[src/rtl/async_fifo_wr_arbiter.sv]
// Packet-aware round-robin arbiter sharing one async FIFO write port among NUM_REQ requesters.
// FIFO words are {last, id, data}; a grant lasts until the last beat or the beat limit.
module async_fifo_wr_arbiter #(
    parameter int unsigned NUM_REQ       = 4,
    parameter int unsigned DATA_WIDTH    = 8,
    parameter int unsigned ID_WIDTH      = ($clog2(NUM_REQ) > 1) ? $clog2(NUM_REQ) : 1,
    parameter int unsigned FIFO_WIDTH    = DATA_WIDTH + ID_WIDTH + 1,
    parameter int unsigned MAX_PKT_BEATS = 16
) (
    input  logic                             fifo_wclk,
    input  logic                             fifo_wrst,
    input  logic [NUM_REQ-1:0]               req_valid,
    input  logic [NUM_REQ-1:0]               req_last,
    input  logic [NUM_REQ*DATA_WIDTH-1:0]    req_data,
    output logic [NUM_REQ-1:0]               req_ready,
    input  logic                             fifo_full,
    output logic                             fifo_wen,
    output logic [FIFO_WIDTH-1:0]            fifo_wdata,
    output logic                             arb_busy,
    output logic [ID_WIDTH-1:0]              arb_grant_id,
    output logic [15:0]                      arb_pkt_count,
    output logic                             arb_trunc_pulse
);

    localparam int unsigned BeatW = (MAX_PKT_BEATS > 1) ? $clog2(MAX_PKT_BEATS) : 1;

    typedef enum logic [0:0] {StIdle, StXfer} state_e;

    state_e                state_q, state_d;
    logic [ID_WIDTH-1:0]   grant_q, grant_d;
    logic [ID_WIDTH-1:0]   last_grant_q, last_grant_d;
    logic [BeatW-1:0]      beat_cnt_q, beat_cnt_d;
    logic [15:0]           pkt_count_q, pkt_count_d;
    logic                  trunc_q, trunc_d;

    logic [DATA_WIDTH-1:0] data_arr [NUM_REQ];
    logic [ID_WIDTH-1:0]   sel_id;
    logic [ID_WIDTH-1:0]   cand;
    logic                  force_last;
    logic                  last_bit;

    always_comb begin
        for (int i = 0; i < NUM_REQ; i++) begin
            data_arr[i] = req_data[i*DATA_WIDTH +: DATA_WIDTH];
        end
    end

    // Scan from farthest to nearest so the first valid after last_grant wins.
    always_comb begin
        sel_id = '0;
        cand   = '0;
        for (int k = NUM_REQ; k >= 1; k--) begin
            cand = ID_WIDTH'((32'(last_grant_q) + 32'(k)) % NUM_REQ);
            if (req_valid[cand]) begin
                sel_id = cand;
            end
        end
    end

    always_comb begin
        state_d      = state_q;
        grant_d      = grant_q;
        last_grant_d = last_grant_q;
        beat_cnt_d   = beat_cnt_q;
        pkt_count_d  = pkt_count_q;
        trunc_d      = 1'b0;
        req_ready    = '0;
        fifo_wen     = 1'b0;
        fifo_wdata   = '0;
        force_last   = (beat_cnt_q == BeatW'(MAX_PKT_BEATS - 1));
        last_bit     = req_last[grant_q] | force_last;

        unique case (state_q)
            StIdle: begin
                beat_cnt_d = '0;
                if (|req_valid) begin
                    grant_d = sel_id;
                    state_d = StXfer;
                end
            end
            StXfer: begin
                req_ready[grant_q] = ~fifo_full;
                if (req_valid[grant_q] && !fifo_full) begin
                    fifo_wen   = 1'b1;
                    fifo_wdata = {last_bit, grant_q, data_arr[grant_q]};
                    beat_cnt_d = beat_cnt_q + 1'b1;
                    if (last_bit) begin
                        state_d      = StIdle;
                        last_grant_d = grant_q;
                        pkt_count_d  = pkt_count_q + 16'd1;
                        trunc_d      = force_last & ~req_last[grant_q];
                    end
                end
            end
            default: state_d = StIdle;
        endcase
    end

    // Reset points last_grant at the top requester so requester 0 wins first.
    always_ff @(posedge fifo_wclk or posedge fifo_wrst) begin
        if (fifo_wrst) begin
            state_q      <= StIdle;
            grant_q      <= '0;
            last_grant_q <= ID_WIDTH'(NUM_REQ - 1);
            beat_cnt_q   <= '0;
            pkt_count_q  <= '0;
            trunc_q      <= 1'b0;
        end else begin
            state_q      <= state_d;
            grant_q      <= grant_d;
            last_grant_q <= last_grant_d;
            beat_cnt_q   <= beat_cnt_d;
            pkt_count_q  <= pkt_count_d;
            trunc_q      <= trunc_d;
        end
    end

    assign arb_busy        = (state_q == StXfer);
    assign arb_grant_id    = grant_q;
    assign arb_pkt_count   = pkt_count_q;
    assign arb_trunc_pulse = trunc_q;

endmodule

[config.mk]
export PLATFORM = sky130hd
export DESIGN_NAME = async_fifo_wr_arbiter
export DESIGN_NICKNAME = d
export VERILOG_FILES = /design/src/rtl/async_fifo_wr_arbiter.sv
export SDC_FILE = /design/constraint.sdc
export NUM_CORES = 1
export LEC_CHECK = 0
export BUFFER_PORTS_ARGS = -buffer_cell sky130_fd_sc_hd__clkbuf_2
export CORE_ASPECT_RATIO = 1.25
export CORE_MARGIN = 5
export CORE_UTILIZATION = 46
export DETAILED_ROUTE_END_ITERATION = 8
export PLACE_DENSITY = 0.79
export REMOVE_ABC_BUFFERS = 1
export SYNTH_ARGS = -nofsm -noshare
export SYNTH_HDL_FRONTEND = slang
export SYNTH_SLANG_ARGS = --single-unit
export TNS_END_PERCENT = 10
[constraint.sdc]
create_clock -name fifo_wclk -period 2.3 [get_ports fifo_wclk]
set_input_delay 0.115 -clock fifo_wclk [delete_from_list [all_inputs] [get_ports fifo_wclk]]
set_output_delay 0.115 -clock fifo_wclk [all_outputs]
set_load 0.05 [all_outputs]
==> flow_summary_export.csv, run 1 <==
group,metric,value,unit
flow_run,cap_viol_max_count,0,
hold_path,hold_path.class,"input pin to async pin",
grt,overflow,0,
logic_synthesis,ys.flop_type,"dfrtp_1",
floorplanning,chipHeight,77.3,um
logic_synthesis,ys_types,42,
place,hpwl,3580,um
grt,grt_pass1_vias,1688,
cts,ctsRootBufferMaster,"clkbuf_8",
critical_path,r2r_setup_slack,0.35,ns
critical_path,path_cells,"or3b_4 > o22a_4 > clkinvlp_4 > buf_4 > buf_2",
grt,grt_pass1_wl,7550,um
cts,htree_levels,1,
grt,use_met2,29.6,%
logic_synthesis,synth_most_common_cell,"dfrtp_1",
sta,finalSetupViolCount,0,
drt,drc_errors,0,
floorplanning,initial_core_util,47.8,%
cts,clk_path_buf_depth,2,
sta,rsz0062_at_grt,"false",
logic_synthesis,synth-async-reset-ratio,100,%
logic_synthesis,yosysTopAreaCell,"dfrtp_1",
drt,final_antenna_net_count,0,
finish,fin_area,2150,sq um
sta,slew_violations,0,
sta,fin_crit_sh,95.6,%
floorplanning,core,3480,sq um
logic_synthesis,ys_seq_elements,26,
critical_path,arrival,2.08,ns
floorplanning,rows,24,
logic_synthesis,yosys.area.top_type_share,36.1,%
grt,grt_use_met1,23.2,%
grt,grt_busiest_layer,"met2",
logic_synthesis,netlist_instances,155,
finish,layout-drive-gt1-share,46.2,%
place,gp_congestion,0.907,
place,placed_cell_area,2090,sq um
finish,area_delta_synth_final,29.1,%
sta,relSlewSlack,33.5,%
status,outcome,"finished, final reports clean",
drt,first_pass_iters,4,
cts,clock_sinks,26,
floorplanning,num_io_pins,79,
critical_path,crit_fanout,14,
floorplanning,die_w,63.8,um
sta,hold_violations,0,
sta,whs,0.0566,ns
cts,cts_made_buffers,3,
grt,met3_usage,6.87,%
grt,grt_start_max_net_pins,27,
power_and_ir_drop,ir_drop,0.771,mV
critical_path,cp.required,2.18,ns
sta,finalSetupTns,0,ns
cts,clkTransAtPathRegs,0.09,ns
logic_synthesis,synth_edf_count,0,
critical_path,cp-start-kind,"flip-flop",
floorplanning,die_area,4930,sq um
cts,hold_buffers,0,
drt,vias,1547,
logic_synthesis,ys_seq_area_share,39.2,%
critical_path,crit_path_start,"arb_grant_id[0]",
drt,wl,4310,um
logic_synthesis,syn_avg_cell_area,10.7,sq um
drt,drtIter0Drc,49,
sta,max_freq,455,MHz
critical_path,slowest_stage,"dfrtp_1",
critical_path,critPathKind,"flip-flop to output port",
critical_path,critPathMaxStageDelay,0.46,ns
drt,vias_per_cell,5.67,
critical_path,rr_startpoint,"arb_grant_id[0]",
sta,fin_crit,2.20,ns
sta,tightest_slew,0.996,ns
grt,track_usage,18.5,%
cts,tritoncts,"done",
cts,clock_latency,0.26,ns
power_and_ir_drop,powerDensity,1170,nW/um^2
logic_synthesis,synthTopCellsByArea,"dfrtp_1 (36%), mux4_2 (14%), xor2_1 (4.7%), and2_1 (3.4%), dfstp_2 (3.2%)",
finish,nets,280,
place,portBuffers,78,
logic_synthesis,yosysWarnings,0,
logic_synthesis,synth_area,1670,sq um
drt,routedWlPerCell,15.8,um
critical_path,cp-end-kind,"output port",
logic_synthesis,synth_commonest_cells,"dfrtp_1 (24), nor2_1 (11), mux4_2 (10)",
sta,finalClockSkew,0.00438,ns
finish,antenna_cells,0,
power_and_ir_drop,leakagePower,0.00106,uW
grt,antenna_found_initial,0,
==> critical path, delay by kind of cell (launching register included) <==
family / cells / cell delay, ns
AO/OA/AOI/OAI: 1 / 0.27
buffers and inverters: 3 / 0.63
flip-flops: 1 / 0.46
AND/OR/NAND/NOR: 1 / 0.44
==> per-stage QoR <==
stage	utilization, %	setup WS, ns	total power (uW)	cells
after global routing	61.7	0.00432	2710	273
after floorplan	-	-0.367	1860	149
after global placement	60.0	0.381	2220	269
after detailed placement	60.0	0.295	2240	269
after CTS	61.6	0.0112	2540	273
final	61.7	0.102	2520	273
==> routing by layer <==
| metal | routed length [um] | up-vias |
|---|---|---|
| met3 | 409 | 10 |
| li1 | - | 733 |
| met4 | 93 | 0 |
| met2 | 2020 | 83 |
| met5 | 0 | - |
| met1 | 1790 | 721 |
==> placed cells by master, fill, tap and decap left out, types with 6 or more instances in the layout <==
master	netlist	routed
and2_1	9	9
clkbuf_2	0	76
dfrtp_1	24	23
mux4_2	10	10
nand3_1	9	9
nand4_1	8	8
nor2_1	11	11
nor3_1	6	6
xnor2_1	6	6
xor2_1	9	9
==> cell type report <==
type | instances | area (sq um)
Fill cell | 305 | 1330
Multi-Input combinational cell | 117 | 952
Sequential cell | 26 | 654
Timing Repair Buffer | 81 | 413
Clock buffer | 4 | 55.1
Tap cell | 39 | 48.8
Inverter | 6 | 26.3
==> path summary, 6_finish.rpt <==
| check | cells past startpoint | end |
|---|---|---|
| max | 5 | fifo_wen |
| min | 2 | arb_pkt_count[3] |
| max reg2reg | 6 | arb_pkt_count[10] |
| min reg2reg | 1 | arb_pkt_count[15] |
| max in group asynchronous | 2 | arb_busy |
| min in group fifo_wclk | 3 | arb_busy |
==> logic make-up after synthesis <==
logic type / after synthesis / share of synthesized area (%)
fa+ha+maj: 2 / 1.50
simple gates: 65 / 21.6
mux: 16 / 17.4
compound gates: 19 / 8.79
buf+inv: 12 / 3.61
xor+xnor: 15 / 7.89
flops: 26 / 39.2
==> state kept, by name, indices dropped and copies added, names as in the netlist <==
register	flops
beat_cnt_q	4
arb_grant_id	2
arb_trunc_pulse	1
last_grant_q	2
arb_pkt_count	16
arb_busy	1
==> repair_timing <==
action	4_1_cts	5_1_grt
setup endpoints to repair	0	9
resized for setup	0	4
buffers inserted	0	0
==> power breakdown <==
part           switching, uW  internal, uW  total, uW
registers                160           574        734
logic                    977           523       1500
clock network            137           153        290
(Power assumes the default switching activity.)
==> run 2: changes to the inputs <==
==> constraint.sdc (replaced) <==
create_clock -name fifo_wclk -period 2.2 [get_ports fifo_wclk]
set_input_delay 0.11 -clock fifo_wclk [delete_from_list [all_inputs] [get_ports fifo_wclk]]
set_output_delay 0.11 -clock fifo_wclk [all_outputs]
set_load 0.05 [all_outputs]
==> flow_summary_export.csv, run 2 (same netlist as run 1, synthesis figures left out) <==
group,metric,value,unit
status,outcome,"finished, final reports clean",
floorplanning,num_io_pins,79,
cts,ctsRootBufferMaster,"clkbuf_8",
sta,max_freq,478,MHz
cts,cts_made_buffers,3,
power_and_ir_drop,ir_drop,0.899,mV
finish,final_cell_mix,"clkbuf_2 (69), dfrtp_1 (23), nor2_1 (11)",
sta,tightest_slew,0.951,ns
drt,final_antenna_net_count,0,
floorplanning,rows,24,
drt,routedWlPerCell,16.8,um
place,placed_cell_area,2100,sq um
sta,finalSetupViolCount,0,
sta,fin_crit,2.09,ns
sta,layout_setup_ws,0.110,ns
grt,track_usage,18.9,%
grt,grt_start_max_net_pins,26,
critical_path,crit_fanout,13,
flow_run,cap_viol_max_count,0,
place,gp_congestion,0.865,
finish,multi_input_area,956,sq um
critical_path,r2r_setup_slack,0.32,ns
critical_path,reg2reg_depth,6,
sta,relSlewSlack,36.5,%
hold_path,hold_path.class,"input pin to async pin",
critical_path,cp-end-kind,"output port",
sta,hold_violations,0,
critical_path,path_cells,"or3b_4 > o22a_4 > clkinvlp_4 > and2_1 > clkbuf_4",
drt,drtIter0Drc,25,
critical_path,critical_path.top_delay_family,"simple AND/OR/NAND/NOR gates",
place,placed_cells,271,
floorplanning,chipHeight,77.3,um
critical_path,cp.required,2.09,ns
cts,clkTransAtPathRegs,0.09,ns
power_and_ir_drop,leakagePower,0.00107,uW
critical_path,critPathBufInv,2,
critical_path,worst-path-stages,5,
cts,clock_latency,0.27,ns
cts,clock_sinks,26,
critical_path,critPathKind,"flip-flop to output port",
drt,wl,4610,um
finish,nets,282,
finish,fillers,310,
sta,finalClockSkew,0.00242,ns
finish,largest_reg_flops,16,
drt,vias_per_cell,5.81,
cts,postCtsSetupBuffers,0,
finish,area_delta_synth_final,31.6,%
cts,clk_path_buf_depth,2,
drt,vias,1599,
power_and_ir_drop,powerDensity,1240,nW/um^2
cts,tritoncts,"done",
place,hpwl,3780,um
cts,hold_buffers,0,
floorplanning,core,3480,sq um
critical_path,slowest_stage,"dfrtp_2",
finish,finalNonFillerCells,275,
critical_path,arrival,1.98,ns
critical_path,critPathMaxStageDelay,0.45,ns
place,portBuffers,78,
drt,drc_errors,0,
critical_path,rr_startpoint,"arb_grant_id[0]",
grt,antenna_found_initial,0,
cts,htree_levels,1,
grt,overflow,0,
drt,first_pass_iters,4,
finish,layout-drive-gt1-share,47.0,%
grt,grt_pass1_vias,1727,
place,dp_slack,0.283,ns
floorplanning,die_w,63.8,um
floorplanning,initial_core_util,47.8,%
sta,rsz0062_at_grt,"false",
critical_path,crit_path_start,"arb_grant_id[0]",
finish,register_area,654,sq um
finish,fin_area,2190,sq um
grt,grt_pass1_wl,7670,um
finish,antenna_cells,0,
sta,slew_violations,0,
floorplanning,die_area,4930,sq um
finish,layout_commonest_cell,"clkbuf_2",
critical_path,cp-start-kind,"flip-flop",
critical_path,r2r-end,"arb_pkt_count[10]",
sta,fin_crit_sh,95.0,%
==> run 2: worst max path at each step <==
stage	endpoint	slack [ns]
floorplan	fifo_wdata[0]	-0.46
global placement	arb_pkt_count[10]	0.35
detailed placement	arb_pkt_count[10]	0.28
CTS	fifo_wdata[1]	0.01
global route	fifo_wdata[3]	0.01
finish	fifo_wdata[3]	0.11
==> run 2: through the flow <==
stage	hold WS, ns	total power [uW]	setup TNS (ns)	utilization, %
after floorplan	0.149	1950	-9.04	-
after global placement	0.335	2340	0	60.4
after detailed placement	0.355	2360	0	60.4
after CTS	0.0554	2690	0	62.1
after global routing	0.119	2870	0	62.9
final	0.0160	2720	0	62.9
==> run 2: what timing repair did <==
item,CTS,global route
endpoints found under the setup margin,2,10
hold endpoints to repair,0,0
resized for setup,2,17
gates cloned,0,0
==> run 2: final cells by class <==
cell class,instances,area share [%]
repair buffers,83,20.6
multi-input cells,117,43.6
inverters,6,1.20
well taps,39,2.23
flip-flops and latches,26,29.9
clock buffers,4,2.51
==> run 2: where the power goes <==
part           leakage [uW]  switching (uW)  total [uW]  internal [uW]
Clock             0.0000288             159         319            160
Combinational      0.000702            1050        1640            590
Sequential         0.000338             151         751            600
Total               0.00107            1360        2720           1350
==> run 2: per-layer routing <==
layer / part of all wire, % / global-route usage, %
met3: 8.3 / 3.95
met2: 51 / 33.9
met1: 39 / 22.5
met5: 0 / 0
met4: 1.3 / 4.57
==> run 3: changes to the inputs <==
--- a/config.mk
+++ b/config.mk
@@ -10,7 +10,9 @@
 export CORE_MARGIN = 5
 export CORE_UTILIZATION = 46
 export DETAILED_ROUTE_END_ITERATION = 8
+export GPL_ROUTABILITY_DRIVEN = 0
 export PLACE_DENSITY = 0.79
+export RECOVER_POWER = 25
 export REMOVE_ABC_BUFFERS = 1
 export SYNTH_ARGS = -nofsm -noshare
 export SYNTH_HDL_FRONTEND = slang
==> flow_summary_export.csv, run 3 (same netlist as run 1, synthesis figures left out) <==
group,metric,value,unit
status,outcome,"finished, final reports clean",
place,portBuffers,78,
floorplanning,die_area,4930,sq um
power_and_ir_drop,ir_drop,0.906,mV
drt,routedWlPerCell,16.2,um
grt,grt_pass1_wl,7290,um
drt,final_antenna_net_count,0,
grt,grt_start_max_net_pins,26,
place,dp_slack,0.280,ns
cts,clock_sinks,26,
floorplanning,die_w,63.8,um
power_and_ir_drop,leakagePower,0.00109,uW
drt,drtIter0Drc,137,
finish,fillers,313,
cts,hold_buffers,0,
cts,htree_levels,1,
critical_path,critPathKind,"flip-flop to output port",
grt,track_usage,18.2,%
sta,tightest_slew,0.928,ns
power_and_ir_drop,total_power,2830,uW
drt,vias,1582,
grt,overflow,0,
cts,clk_path_buf_depth,2,
finish,layout_commonest_cell,"clkbuf_2",
critical_path,rr_startpoint,"arb_grant_id[0]",
floorplanning,core,3480,sq um
grt,antenna_found_initial,0,
finish,area_delta_synth_final,33.1,%
cts,tritoncts,"done",
cts,cts_made_buffers,3,
finish,final_cell_mix,"clkbuf_2 (72), dfrtp_1 (23), nor2_1 (11)",
sta,fin_crit_sh,95.2,%
finish,layout-drive-gt1-share,47.3,%
cts,ctsRootBufferMaster,"clkbuf_8",
drt,drc_errors,0,
critical_path,cp-start-kind,"flip-flop",
sta,slew_violations,0,
sta,fin_crit,2.09,ns
drt,first_pass_iters,4,
finish,antenna_cells,0,
critical_path,crit_fanout,13,
critical_path,crit_path_start,"arb_grant_id[0]",
cts,clock_latency,0.27,ns
cts,clkTransAtPathRegs,0.09,ns
sta,finalSetupViolCount,0,
drt,vias_per_cell,5.69,
finish,nets,285,
grt,grt_pass1_vias,1635,
critical_path,arrival,1.98,ns
power_and_ir_drop,powerDensity,1280,nW/um^2
sta,finalClockSkew,0.00158,ns
critical_path,cp-end-kind,"output port",
drt,wl,4510,um
sta,layout_setup_ws,0.105,ns
place,placed_cell_area,2100,sq um
finish,largest_reg_flops,16,
flow_run,cap_viol_max_count,0,
floorplanning,rows,24,
finish,final_util,63.6,%
floorplanning,chipHeight,77.3,um
place,hpwl,3650,um
hold_path,hold_path.class,"input pin to async pin",
sta,max_freq,477,MHz
finish,fin_area,2220,sq um
floorplanning,initial_core_util,47.8,%
sta,hold_violations,0,
sta,relSlewSlack,38.1,%
floorplanning,num_io_pins,79,
critical_path,cp.required,2.09,ns
run 3: changes by cell type in the layout (fill, tap and decap cells not counted), moves of 3 or more:
cell      delta
buf_2        +3
buf_4        +3
clkbuf_2     +3
clkbuf_4     -6
run 3: timing repair:
action	in CTS	in global routing
setup endpoints to repair	1	10
buffers inserted	0	3
endpoints found under the hold margin	0	0
resized for setup	1	10
run 3: per-stage QoR:
stage                     hold WS, ns  instances  setup TNS (ns)
after floorplan                 0.149        149           -9.04
after global placement          0.333        271               0
after detailed placement        0.346        271               0
after CTS                      0.0559        275               0
after global routing            0.108        278         -0.0117
final                          0.0123        278               0
run 3: worst paths after layout:
kind,slack (ns),endpoint,depth (start not counted)
max,0.11,fifo_wdata[2],5
min,0.01,arb_pkt_count[3],2
max reg2reg,0.33,arb_pkt_count[10],6
min reg2reg,0.48,arb_pkt_count[15],1
max in group asynchronous,1.51,last_grant_q[0],3
min in group fifo_wclk,0.23,arb_busy,3
run 3: routing by layer:
layer	vias to the layer above	global-route usage [%]	share of wire (%)
li1	743	-	-
met5	-	0	0
met1	729	21.7	38
met4	0	5.61	1.4
met3	6	5.99	11
met2	104	30.6	50
run 3: area by class of cell:
type,count,area [sq um],area share (%)
Timing Repair Buffer,86,463,20.9
Tap cell,39,48.8,2.20
Multi-Input combinational cell,117,952,43.0
Clock inverter,1,30.0,1.36
Clock buffer,3,41.3,1.86
Inverter,6,26.3,1.19
Sequential cell,26,654,29.5
run 3: critical path, stage by stage (launching register included):
cell	delay (ns)
dfrtp_2	0.45
or3b_4	0.43
o22a_4	0.27
clkinvlp_4	0.15
and2_1	0.14
clkbuf_2	0.27
run 3: report_power, final:
part / leakage, uW / switching [uW] / internal [uW]
combinational: 0.000719 / 1070 / 615
sequential: 0.000338 / 151 / 600
clock: 0.0000357 / 150 / 243
